**config.mk**
```make
export PLATFORM = sky130hd
export DESIGN_NAME = multi_switch_flat
export DESIGN_NICKNAME = d
export VERILOG_FILES = /design/src/rtl/switch_pkg.sv /design/src/rtl/multi_switch_if.sv /design/src/rtl/switch_channel.sv /design/src/rtl/multi_switch.sv /design/src/flat_wrapper.sv
export SDC_FILE = /design/constraint.sdc
export NUM_CORES = 1
export LEC_CHECK = 0
export ABC_AREA = 1
export BUFFER_PORTS_ARGS = -buffer_cell sky130_fd_sc_hd__buf_2
export CORE_MARGIN = 1
export CORE_UTILIZATION = 47
export DETAILED_ROUTE_END_ITERATION = 7
export GPL_TIMING_DRIVEN = 1
export PLACE_DENSITY = 0.63
export SLEW_MARGIN = 20
export SYNTH_ARGS = -nofsm -noshare
export SYNTH_HDL_FRONTEND = slang
export SYNTH_SLANG_ARGS = --single-unit
```
**constraint.sdc**
```tcl
create_clock -name sClk -period 3.1 [get_ports sClk]
set_input_delay 0.155 -clock sClk [delete_from_list [all_inputs] [get_ports sClk]]
set_output_delay 0.155 -clock sClk [all_outputs]
set_load 0.01 [all_outputs]
```
**src/rtl/switch_pkg.sv**
```systemverilog
// Shared types for the multi-channel light switch: per-channel mode encoding.
package switch_pkg;

    typedef enum logic [1:0] {
        MODE_TOGGLE    = 2'b00,
        MODE_MOMENTARY = 2'b01,
        MODE_TIMED     = 2'b10,
        MODE_DISABLED  = 2'b11
    } mode_t;

endpackage

```
**src/rtl/multi_switch_if.sv**
```systemverilog
// Button/mode/light bundle between the switch block and its environment.
interface multi_switch_if #(
    parameter int CHANNELS = 4
);
    logic [CHANNELS-1:0]   sButton;
    logic [2*CHANNELS-1:0] sMode;
    logic                  sAllOff;
    logic [CHANNELS-1:0]   sLuz;
    logic [CHANNELS-1:0]   sPress;

    modport master (output sButton, sMode, sAllOff, input sLuz, sPress);
    modport slave  (input sButton, sMode, sAllOff, output sLuz, sPress);
endinterface

```
**src/rtl/switch_channel.sv**
```systemverilog
// One button/light channel: synchroniser, debounce, rising-edge press pulse,
// and the mode-dependent light/timer state.
module switch_channel
    import switch_pkg::*;
#(
    parameter int DEBOUNCE = 4,
    parameter int TIMEOUT  = 16
) (
    input  logic       sClk,
    input  logic       sReset_n,
    input  logic       sButton,
    input  logic [1:0] sMode,
    input  logic       sAllOff,
    output logic       sLuz,
    output logic       sPress
);
    localparam int CW = $clog2(DEBOUNCE + 1);
    localparam int TW = $clog2(TIMEOUT + 1);

    logic          syncA, syncB;
    logic [CW-1:0] debCnt;
    logic          deb, debQ;
    logic          rise, change;
    logic          luzQ, pressQ;
    logic [TW-1:0] timerQ;
    mode_t         modeQ;

    assign rise   = deb & ~debQ;
    assign change = deb ^ debQ;
    assign sLuz   = luzQ;
    assign sPress = pressQ;

    // Two-flop synchroniser for the raw asynchronous button level.
    always_ff @(posedge sClk or negedge sReset_n) begin
        if (!sReset_n) begin
            syncA <= 1'b0;
            syncB <= 1'b0;
        end else begin
            syncA <= sButton;
            syncB <= syncA;
        end
    end

    // Debounce: the level must differ for DEBOUNCE counted cycles and still
    // differ when the count is full before it is accepted.
    always_ff @(posedge sClk or negedge sReset_n) begin
        if (!sReset_n) begin
            debCnt <= '0;
            deb    <= 1'b0;
        end else if (syncB == deb) begin
            debCnt <= '0;
        end else if (debCnt == CW'(DEBOUNCE)) begin
            deb    <= syncB;
            debCnt <= '0;
        end else begin
            debCnt <= debCnt + CW'(1);
        end
    end

    // Delayed debounced level and one-cycle press pulse on its rising edge.
    always_ff @(posedge sClk or negedge sReset_n) begin
        if (!sReset_n) begin
            debQ   <= 1'b0;
            pressQ <= 1'b0;
        end else begin
            debQ   <= deb;
            pressQ <= rise;
        end
    end

    // Light and timer: global off and mode changes clear first, then the
    // stored mode decides how a press (or level change) moves the light.
    always_ff @(posedge sClk or negedge sReset_n) begin
        if (!sReset_n) begin
            luzQ   <= 1'b0;
            timerQ <= '0;
            modeQ  <= MODE_TOGGLE;
        end else begin
            modeQ <= mode_t'(sMode);
            if (sAllOff || (sMode != modeQ)) begin
                luzQ   <= 1'b0;
                timerQ <= '0;
            end else begin
                case (modeQ)
                    MODE_TOGGLE: begin
                        timerQ <= '0;
                        if (rise) luzQ <= ~luzQ;
                    end
                    MODE_MOMENTARY: begin
                        // Edge-driven so a global off stays off while held.
                        timerQ <= '0;
                        if (change) luzQ <= deb;
                    end
                    MODE_TIMED: begin
                        if (rise) begin
                            luzQ   <= 1'b1;
                            timerQ <= TW'(TIMEOUT);
                        end else if (timerQ != '0) begin
                            timerQ <= timerQ - TW'(1);
                            if (timerQ == TW'(1)) luzQ <= 1'b0;
                        end
                    end
                    MODE_DISABLED: begin
                        luzQ   <= 1'b0;
                        timerQ <= '0;
                    end
                endcase
            end
        end
    end

endmodule

```
**src/rtl/multi_switch.sv**
```systemverilog
// Multi-channel light switch: one independent switch_channel per button,
// with the global off request fanned out to every channel.
module multi_switch #(
    parameter int CHANNELS = 4,
    parameter int DEBOUNCE = 4,
    parameter int TIMEOUT  = 16
) (
    input  logic           sClk,
    input  logic           sReset_n,
    multi_switch_if.slave  bus
);

    for (genvar i = 0; i < CHANNELS; i++) begin : gCh
        switch_channel #(
            .DEBOUNCE (DEBOUNCE),
            .TIMEOUT  (TIMEOUT)
        ) uCh (
            .sClk     (sClk),
            .sReset_n (sReset_n),
            .sButton  (bus.sButton[i]),
            .sMode    (bus.sMode[2*i+1:2*i]),
            .sAllOff  (bus.sAllOff),
            .sLuz     (bus.sLuz[i]),
            .sPress   (bus.sPress[i])
        );
    end

endmodule

```
**src/flat_wrapper.sv**
```systemverilog
// flat-port wrapper written by rule: the top's interface ports become plain ports
module multi_switch_flat 
#(
    parameter int CHANNELS = 4,
    parameter int DEBOUNCE = 4,
    parameter int TIMEOUT  = 16
)
  (sClk, sReset_n, bus_sButton, bus_sMode, bus_sAllOff, bus_sLuz, bus_sPress);
  multi_switch_if #(.CHANNELS(CHANNELS)) bus_i ();
  input  logic sClk;
  input  logic sReset_n;
  input wire logic [$bits(bus_i.sButton)-1:0] bus_sButton;
  input wire logic [$bits(bus_i.sMode)-1:0] bus_sMode;
  input wire logic [$bits(bus_i.sAllOff)-1:0] bus_sAllOff;
  output wire logic [$bits(bus_i.sLuz)-1:0] bus_sLuz;
  output wire logic [$bits(bus_i.sPress)-1:0] bus_sPress;
  assign bus_i.sButton = bus_sButton;
  assign bus_i.sMode = bus_sMode;
  assign bus_i.sAllOff = bus_sAllOff;
  assign bus_sLuz = bus_i.sLuz;
  assign bus_sPress = bus_i.sPress;
  multi_switch #(.CHANNELS(CHANNELS), .DEBOUNCE(DEBOUNCE), .TIMEOUT(TIMEOUT)) u_core (.sClk(sClk), .sReset_n(sReset_n), .bus(bus_i));
endmodule
```
==> results.md, run 1 <==
- Vias in the first global route: 2,216
- Critical Path Max Stage Delay: 0.38 ns
- Max Freq: 729 MHz
- Syn. warnings: 0
- Clk sinks: 64
- PwrDens: 636 mW/mm2
- Full die area: 0.00709 mm2
- Commonest cells in the netlist: nand2_1, dfrtp_1, inv_1, nor2_1
- Syn avg cell area: 8.90 um2
- Final setup vio count: 0
- Worst VDD drop: 0.401 mV
- DP Wirelength: 3.69 mm
- GPL Wtd Cong: 0.819
- Share of cells above drive strength 1: 0.142
- CTS buffer count: 9
- Async SR Flop Fraction: 1.00
- Netlist cell types: 26
- Post-synth EDFFs: 0
- RSZ-0062 raised after global routing: no
- Drt initial violations: 81
- Inst Count DP: 449
- Area growth, synth to finish: 15.2%
- Die Y: 84.2 um
- Layout Utilization: 0.570
- Worst Tran Pin Value: 0.532 ns
- Starting Density: 0.495
- Clock Skew: 0.0122 ns
- CP max-delay cell: dfrtp_1
- Post-DR vias/cell: 4.77
- Max-slew violations: 0
- Antenna-violating nets left: 0
- Cell Chain, Critical Path: inv_1, ha_1, nand3_1, inv_1, nand4_2, nand3_1, nand2_1
- Most frequent cell after synthesis: nand2_1
- Core area: 0.00642 mm2
- Nets: 431
- Crit path buf inv count: 2
- Drc violations: 2
- Ys flop type: dfrtp_1
- Share of the synthesized area in the top cell type: 0.504
- WS Path Type: reg2reg
- Dominant cell type by area after synthesis: dfrtp_1
- Post-Synthesis Net Count: 392
- Synth Register Bits: 64
- Routed len/inst: 10.6 um
- Worst EP required: 3.33 ns
- Violated checks: design-rule violations
- Total power: 2330 uW
- Setup TNS: 0 ns
- Detailed-route via count: 2,280
- Final min period: 1.37 ns
- Delay-heaviest family, CP: simple AND/OR/NAND/NOR gates
- Final hold violations: 0
- ANT cells: 0
- Area contributors post-synth: dfrtp_1, nand2_1, ha_1
- Final global-route overflow total: 0
- Slew margin rel.: 0.645
- DR pass1 iterations: 6
- Post-Syn Area: 0.00318 mm2
- First-pass GRT wire length: 9.21 mm
- Top Ports: 23
- Synth Instances: 357
- Crit-path max FO: 4
- Post-Layout Cell Count: 478
- Std cell rows: 29
- CP arrival: 1.60 ns
- Hold_ws: 0.149 ns
- CTS root buf: clkbuf_8
- Die width: 84.2 um
- Max cap viols: 0
- Final WL: 5.06 mm
- CTS tree: built
- Hold_buf cts: 13
- Leakage: 0.00186 uW
- Seq/Total Area, Yosys: 0.504
- Post-CTS resize count: 0
- Fin crit share: 0.443
- Initial antenna violation count: 0
- Clock transition at the registers of the reported paths: 0.07 ns
- Crit end category: flop
- Clk_lat worst skew: 0.33 ns
- CP Launch Type: flop
- Max Root-Sink Buffers: 2
- Total GRT Usage: 0.166
- Largest net degree at the start of global routing: 45
- Setup Buffers After CTS: 0
- Hold crit path type: in2reg
- Port Buffers: 22
- H-tree depth: 3
- Status: finished, violations left
kinds of logic (layout without fill, tap and decap cells):
family | after synthesis | count (layout) | synth area share
and+or+nand+nor | 165 | 165 | 0.237
muxes | 4 | 4 | 0.0142
buffers and inverters | 67 | 111 | 0.0886
AOI/OAI and AO/OA | 24 | 24 | 0.0417
DFF | 64 | 64 | 0.504
adders and majority gates | 20 | 20 | 0.0787
xor gates and xnor gates | 13 | 13 | 0.0358
through the flow:
stage / cell area (um2) / worst slack, ns
after floorplan: 3180 / 1.86
after global placement: 3330 / 1.79
after detailed placement: 3330 / 1.74
after CTS: 3660 / 1.73
after global routing: 3660 / 1.62
final: 3660 / 1.73
cells in the final DEF, fill, tap and decap left out, types with 4 or more instances in the layout:
cell           netlist  layout
inv_1               55      55
mux2_2               4       4
dlygate4sd3_1        0      13
clkbuf_8             0      11
nand2_1             72      72
nand4_1              6       6
dfrtp_1             64      64
nand3_1             20      20
nor3_1               4       4
o21ai_0              4       4
a21oi_1             15      15
nor2_1              47      47
inv_2                4       4
buf_2                0      22
xnor2_1             10      10
ha_1                20      20
final cells by class:
cell class | instances | area (um2)
Fill cell | 559 | 2760
Sequential cell | 64 | 1600
Multi-Input combinational cell | 226 | 1290
Timing Repair Buffer | 36 | 248
Inverter | 59 | 221
Clock buffer | 14 | 163
Tap cell | 77 | 96.3
Clock inverter | 2 | 37.5
sequential cells by signal, summed over array words and instances (netlist names):
name and cells:
u_core.gCh.uCh.deb 4, u_core.gCh.uCh.syncA 4, u_core.gCh.uCh.modeQ 8, u_core.gCh.uCh.debQ 4
u_core.gCh.uCh.timerQ 20, u_core.gCh.uCh.debCnt 12, u_core.gCh.uCh.syncB 4, u_core.gCh.uCh.sLuz 4
u_core.gCh.uCh.sPress 4
routing by layer:
metal / GRT usage / vias up / routed length (um)
li1: - / 1193 / -
met3: 0.0580 / 8 / 219
met2: 0.274 / 33 / 2290
met4: 0.0611 / 0 / 53
met5: 0 / - / 0
met1: 0.201 / 1046 / 2500
worst min-delay path: stages:
cell and delay (ns):
buf_2 0.13, nor3_1 0.06, nand3_1 0.05, nand2_1 0.04
final timing paths:
kind | startpoint | slack, ns | endpoint | cells past startpoint
max in group asynchronous | sReset_n | 1.88 | u_core.gCh[2].uCh.timerQ[1] | 3
worst max register to register | u_core.gCh[3].uCh.timerQ[0] | 1.73 | u_core.gCh[3].uCh.sLuz | 7
worst max-delay path | u_core.gCh[3].uCh.timerQ[0] | 1.73 | u_core.gCh[3].uCh.sLuz | 7
worst min-delay path | bus_sAllOff | 0.15 | u_core.gCh[0].uCh.sLuz | 4
min in group asynchronous | sReset_n | 0.32 | u_core.gCh[3].uCh.timerQ[3] | 2
worst min register to register | u_core.gCh[0].uCh.syncA | 0.35 | u_core.gCh[0].uCh.syncB | 0
power by group:
part / switching, uW / leakage [uW] / internal, uW
clock network: 296 / 0.0000969 / 417
registers: 102 / 0.000829 / 984
logic: 290 / 0.000933 / 239
No activity file was read; power rests on OpenSTA's default activity.
==> inputs of run 2 (changes only) <==
--- a/config.mk
+++ b/config.mk
@@ -5,13 +5,13 @@
 export SDC_FILE = /design/constraint.sdc
 export NUM_CORES = 1
 export LEC_CHECK = 0
-export ABC_AREA = 1
+export ABC_AREA = 0
 export BUFFER_PORTS_ARGS = -buffer_cell sky130_fd_sc_hd__buf_2
 export CORE_MARGIN = 1
 export CORE_UTILIZATION = 47
 export DETAILED_ROUTE_END_ITERATION = 7
 export GPL_TIMING_DRIVEN = 1
-export PLACE_DENSITY = 0.63
+export PLACE_DENSITY = 0.65
 export SLEW_MARGIN = 20
 export SYNTH_ARGS = -nofsm -noshare
 export SYNTH_HDL_FRONTEND = slang
==> constraint.sdc (replaced) <==
create_clock -name sClk -period 1.1 [get_ports sClk]
set_input_delay 0.055 -clock sClk [delete_from_list [all_inputs] [get_ports sClk]]
set_output_delay 0.055 -clock sClk [all_outputs]
set_load 0.01 [all_outputs]
==> run 2 against run 1 <==
  * The run ends with negative setup slack left
  * Clock-buffer cell count fell by 3
  * Routed wire length rose by 22%
  * Core utilization rose by 15 points
  * Worst hold slack got worse by 0.075 ns
  * Die area fell by 4.8%
==> results.md, run 2 <==
- Final hold violations: 0 (unchanged)
- H-tree depth: 3 (unchanged)
- Clock transition at the registers of the reported paths: 0.07 ns (about the same)
- Final min period: 1.54 ns (was 1.37 ns)
- Biggest regs: u_core.gCh.uCh.timerQ x20, u_core.gCh.uCh.debCnt x12, u_core.gCh.uCh.modeQ x8 (unchanged)
- Most frequent cell after synthesis: dfrtp_1 (was nand2_1)
- Port Buffers: 22 (unchanged)
- Setup TNS: -6.12 ns (was 0 ns)
- Syn. warnings: 0 (unchanged)
- Fillers: 446 (was 559)
- Setup WS pre-CTS: -0.463 ns (was 1.74 ns)
- Share of cells above drive strength 1: 0.479 (was 0.142)
- Area contributors post-synth: dfrtp_1, ha_1, nor2_1 (was dfrtp_1, nand2_1, ha_1)
- GPL Wtd Cong: 0.789 (was 0.819)
- Die width: 82.2 um (was 84.2 um)
- Std cell rows: 28 (was 29)
- Mux cell area share after synthesis: 0.0418 (was 0.0142)
- First-pass GRT wire length: 10.1 mm (was 9.21 mm)
- Top cell by count, worst path: nor2_1
- Max-slew violations: 0 (unchanged)
- Multi-input combinational cell area: 0.00164 mm2 (was 0.00129 mm2)
- Vias in the first global route: 2,426 (was 2,216)
- DR pass1 iterations: 4 (was 6)
- Main combinational cell family by area after synthesis: simple AND/OR/NAND/NOR gates (unchanged)
- Post-Layout Cell Count: 463 (was 478)
- CP max-delay cell: dfrtp_1 (unchanged)
- CTS buffer count: 9 (unchanged)
- Largest register FFs: 20 (unchanged)
- Final setup vio count: 24 (was 0)
- Status: finished, violations left (unchanged)
- Post-Syn Area: 0.00302 mm2 (was 0.00318 mm2)
- Clk pwr share: 0.256 (was 0.306)
- Full die area: 0.00675 mm2 (was 0.00709 mm2)
- Commonest cells in the netlist: dfrtp_1, nor2_1, inv_1, nand2_1, ha_1 (was nand2_1, dfrtp_1, inv_1, nor2_1)
- Simple-Gate Fraction of Synth Area: 0.169 (was 0.237)
- Fin worst setup slack: -0.439 ns (was 1.73 ns)
- Slew margin rel.: 0.769 (was 0.645)
- Crit-path max FO: 5 (was 4)
- Seq/Total Area, Yosys: 0.530 (was 0.504)
- Delay-heaviest family, CP: simple AND/OR/NAND/NOR gates (unchanged)
- Clk_lat worst skew: 0.34 ns (was 0.33 ns)
- Core area: 0.00606 mm2 (was 0.00642 mm2)
- WS Path Type: reg2reg (unchanged)
- CP arrival: 1.77 ns (was 1.60 ns)
- Hold crit path type: in2reg (unchanged)
- Share of the synthesized area in the top cell type: 0.530 (was 0.504)
- CP Launch Type: flop (unchanged)
- Most frequent cells in the layout: dfrtp_1, buf_4, buf_2, nor2_1 (was nand2_1, dfrtp_1, inv_1, nor2_1, buf_2)
- Leakage: 0.00203 uW (was 0.00186 uW)
- Area growth, synth to finish: 45.4% (was 15.2%)
- Critical Path Max Stage Delay: 0.40 ns (was 0.38 ns)
- Max Freq: 650 MHz (was 729 MHz)
- Most common cell after layout, fill and taps aside: dfrtp_1 (was nand2_1)
- Final global-route overflow total: 0 (unchanged)
- DP Wirelength: 4.02 mm (was 3.69 mm)
- Die Y: 82.2 um (was 84.2 um)
- Dominant cell type by area after synthesis: dfrtp_1 (unchanged)
- Sw Ratio: 0.312 (was 0.296)
- Fin crit share: 1.40 (was 0.443)
- Drc violations: 0 (was 2)
- Crit path buf inv count: 1 (was 2)
- Net Switching: 2190 uW (was 689 uW)
- Async SR Flop Fraction: 1.00 (unchanged)
- Antenna-violating nets left: 0 (unchanged)
- Clk sinks: 64 (unchanged)
- PwrDens: 1600 mW/mm2 (was 636 mW/mm2)
- Post-synthesis compound-gate area fraction: 0.0688 (was 0.0417)
- Syn avg cell area: 10.9 um2 (was 8.90 um2)
- Max cap viols: 0 (unchanged)
- Synth Area in XOR/XNOR: 0.0551 (was 0.0358)
- Largest net degree at the start of global routing: 40 (was 45)
- Total GRT Usage: 0.200 (was 0.166)
- CTS root buf: clkbuf_8 (unchanged)
- Top reg by flops: u_core.gCh.uCh.timerQ (unchanged)
- Post-DR vias/cell: 4.92 (was 4.77)
- Synth Register Bits: 64 (unchanged)
- Register area: 0.00160 mm2 (unchanged)
- Starting Density: 0.498 (was 0.495)
- Initial antenna violation count: 0 (unchanged)
- Crit end category: flop (unchanged)
- Nets: 418 (was 431)
- Top Ports: 23 (unchanged)
- Post-Synthesis Net Count: 313 (was 392)
- RSZ-0062 raised after global routing: yes (was no)
- ANT cells: 0 (unchanged)
- Final WL: 6.17 mm (was 5.06 mm)
- CTS tree: built (unchanged)
- Drt initial violations: 71 (was 81)
- Pint: 4830 uW (was 1640 uW)
- Max Root-Sink Buffers: 2 (unchanged)
- Seq pwr share: 0.420 (was 0.467)
- Hold_ws: 0.0731 ns (was 0.149 ns)
- Post-synth EDFFs: 0 (unchanged)
- Clock Skew: 0.00965 ns (was 0.0122 ns)
- Ys flop type: dfrtp_1 (unchanged)
- Synth Area in Adders: 0.0829 (was 0.0787)
- Synth Instances: 278 (was 357)
- Detailed-route via count: 2,276 (was 2,280)
- Violated checks: negative setup slack (was design-rule violations)
- Worst EP required: 1.33 ns (was 3.33 ns)
- Comb pwr share: 0.323 (was 0.227)
- Netlist cell types: 37 (was 26)
- Cell Chain, Critical Path: inv_2, ha_4, or3b_4, nor2_4, nor2_1, a21oi_1, nor2_1 (was inv_1, ha_1, nand3_1, inv_1, nand4_2, nand3_1, nand2_1)
- Worst VDD drop: 1.16 mV (was 0.401 mV)
- Inst Count DP: 422 (was 449)
- Worst Tran Pin Value: 0.347 ns (was 0.532 ns)
- Routed len/inst: 13.3 um (was 10.6 um)
[run 2: path summary, 6_finish.rpt]
| kind | slack [ns] | endpoint | cells past startpoint | start |
|---|---|---|---|---|
| setup / recovery | -0.44 | u_core.gCh[2].uCh.timerQ[1] | 7 | u_core.gCh[2].uCh.timerQ[0] |
| setup reg to reg | -0.44 | u_core.gCh[2].uCh.timerQ[1] | 7 | u_core.gCh[2].uCh.timerQ[0] |
| hold / removal | 0.07 | u_core.gCh[1].uCh.sLuz | 4 | bus_sMode[2] |
| min in group asynchronous | 0.14 | u_core.gCh[2].uCh.timerQ[4] | 2 | sReset_n |
| max in group asynchronous | 0.44 | u_core.gCh[3].uCh.timerQ[0] | 3 | sReset_n |
| hold reg to reg | 0.36 | u_core.gCh[3].uCh.syncB | 0 | u_core.gCh[3].uCh.syncA |
[run 2: final cells by class]
| class | instances | share of cell area |
|---|---|---|
| tap | 75 | 0.0214 |
| clock inverter | 5 | 0.00741 |
| clock buffer | 11 | 0.0322 |
| timing repair buffer | 102 | 0.179 |
| inverter | 26 | 0.0222 |
| sequential | 64 | 0.365 |
| multi-input combinational | 180 | 0.373 |
[run 2: tightest hold or removal path, cell delays in order]
cell	delay, ns
buf_2	0.10
nor2_1	0.06
a21oi_1	0.12
a211oi_1	0.05
[run 2: what timing repair did]
item | in CTS | in global routing
buffers inserted | 8 | 3
endpoints found under the setup margin | 27 | 35
gates resized for setup | 37 | 50
pin swaps | 26 | 18
hold buffers | 14 | 0
hold endpoints to repair | 77 | 0
[run 2: cell families (layout without fill, tap and decap cells)]
| family | count (synthesis) | count (layout) |
|---|---|---|
| AND/OR/NAND/NOR | 96 | 96 |
| flip-flops | 64 | 64 |
| buffers and inverters | 34 | 144 |
| AO/OA/AOI/OAI | 33 | 33 |
| adder cells (fa/ha/maj) | 20 | 20 |
| XOR/XNOR | 19 | 19 |
| multiplexers | 12 | 12 |
[run 2: per-layer routing]
layer | routed length (um) | GRT usage
met2 | 3120 | 0.360
met4 | 136 | 0.0895
met3 | 123 | 0.0363
met1 | 2780 | 0.230
met5 | 0 | 0
[run 2: power by group through the flow]
stage	registers, uW	logic (uW)	clock network (uW)
after floorplan	2990	1120	0
after global placement	2950	1720	0
after detailed placement	2970	1780	0
after CTS	2920	1970	1840
after global routing	3010	2550	1950
final	2960	2270	1800
[run 2: metrics by stage]
stage	utilization	area (um2)	power [uW]
after CTS	0.684	4150	6730
after global routing	0.724	4390	7500
after floorplan	-	3070	4110
after global placement	0.601	3640	4670
after detailed placement	0.601	3640	4750
final	0.724	4390	7030
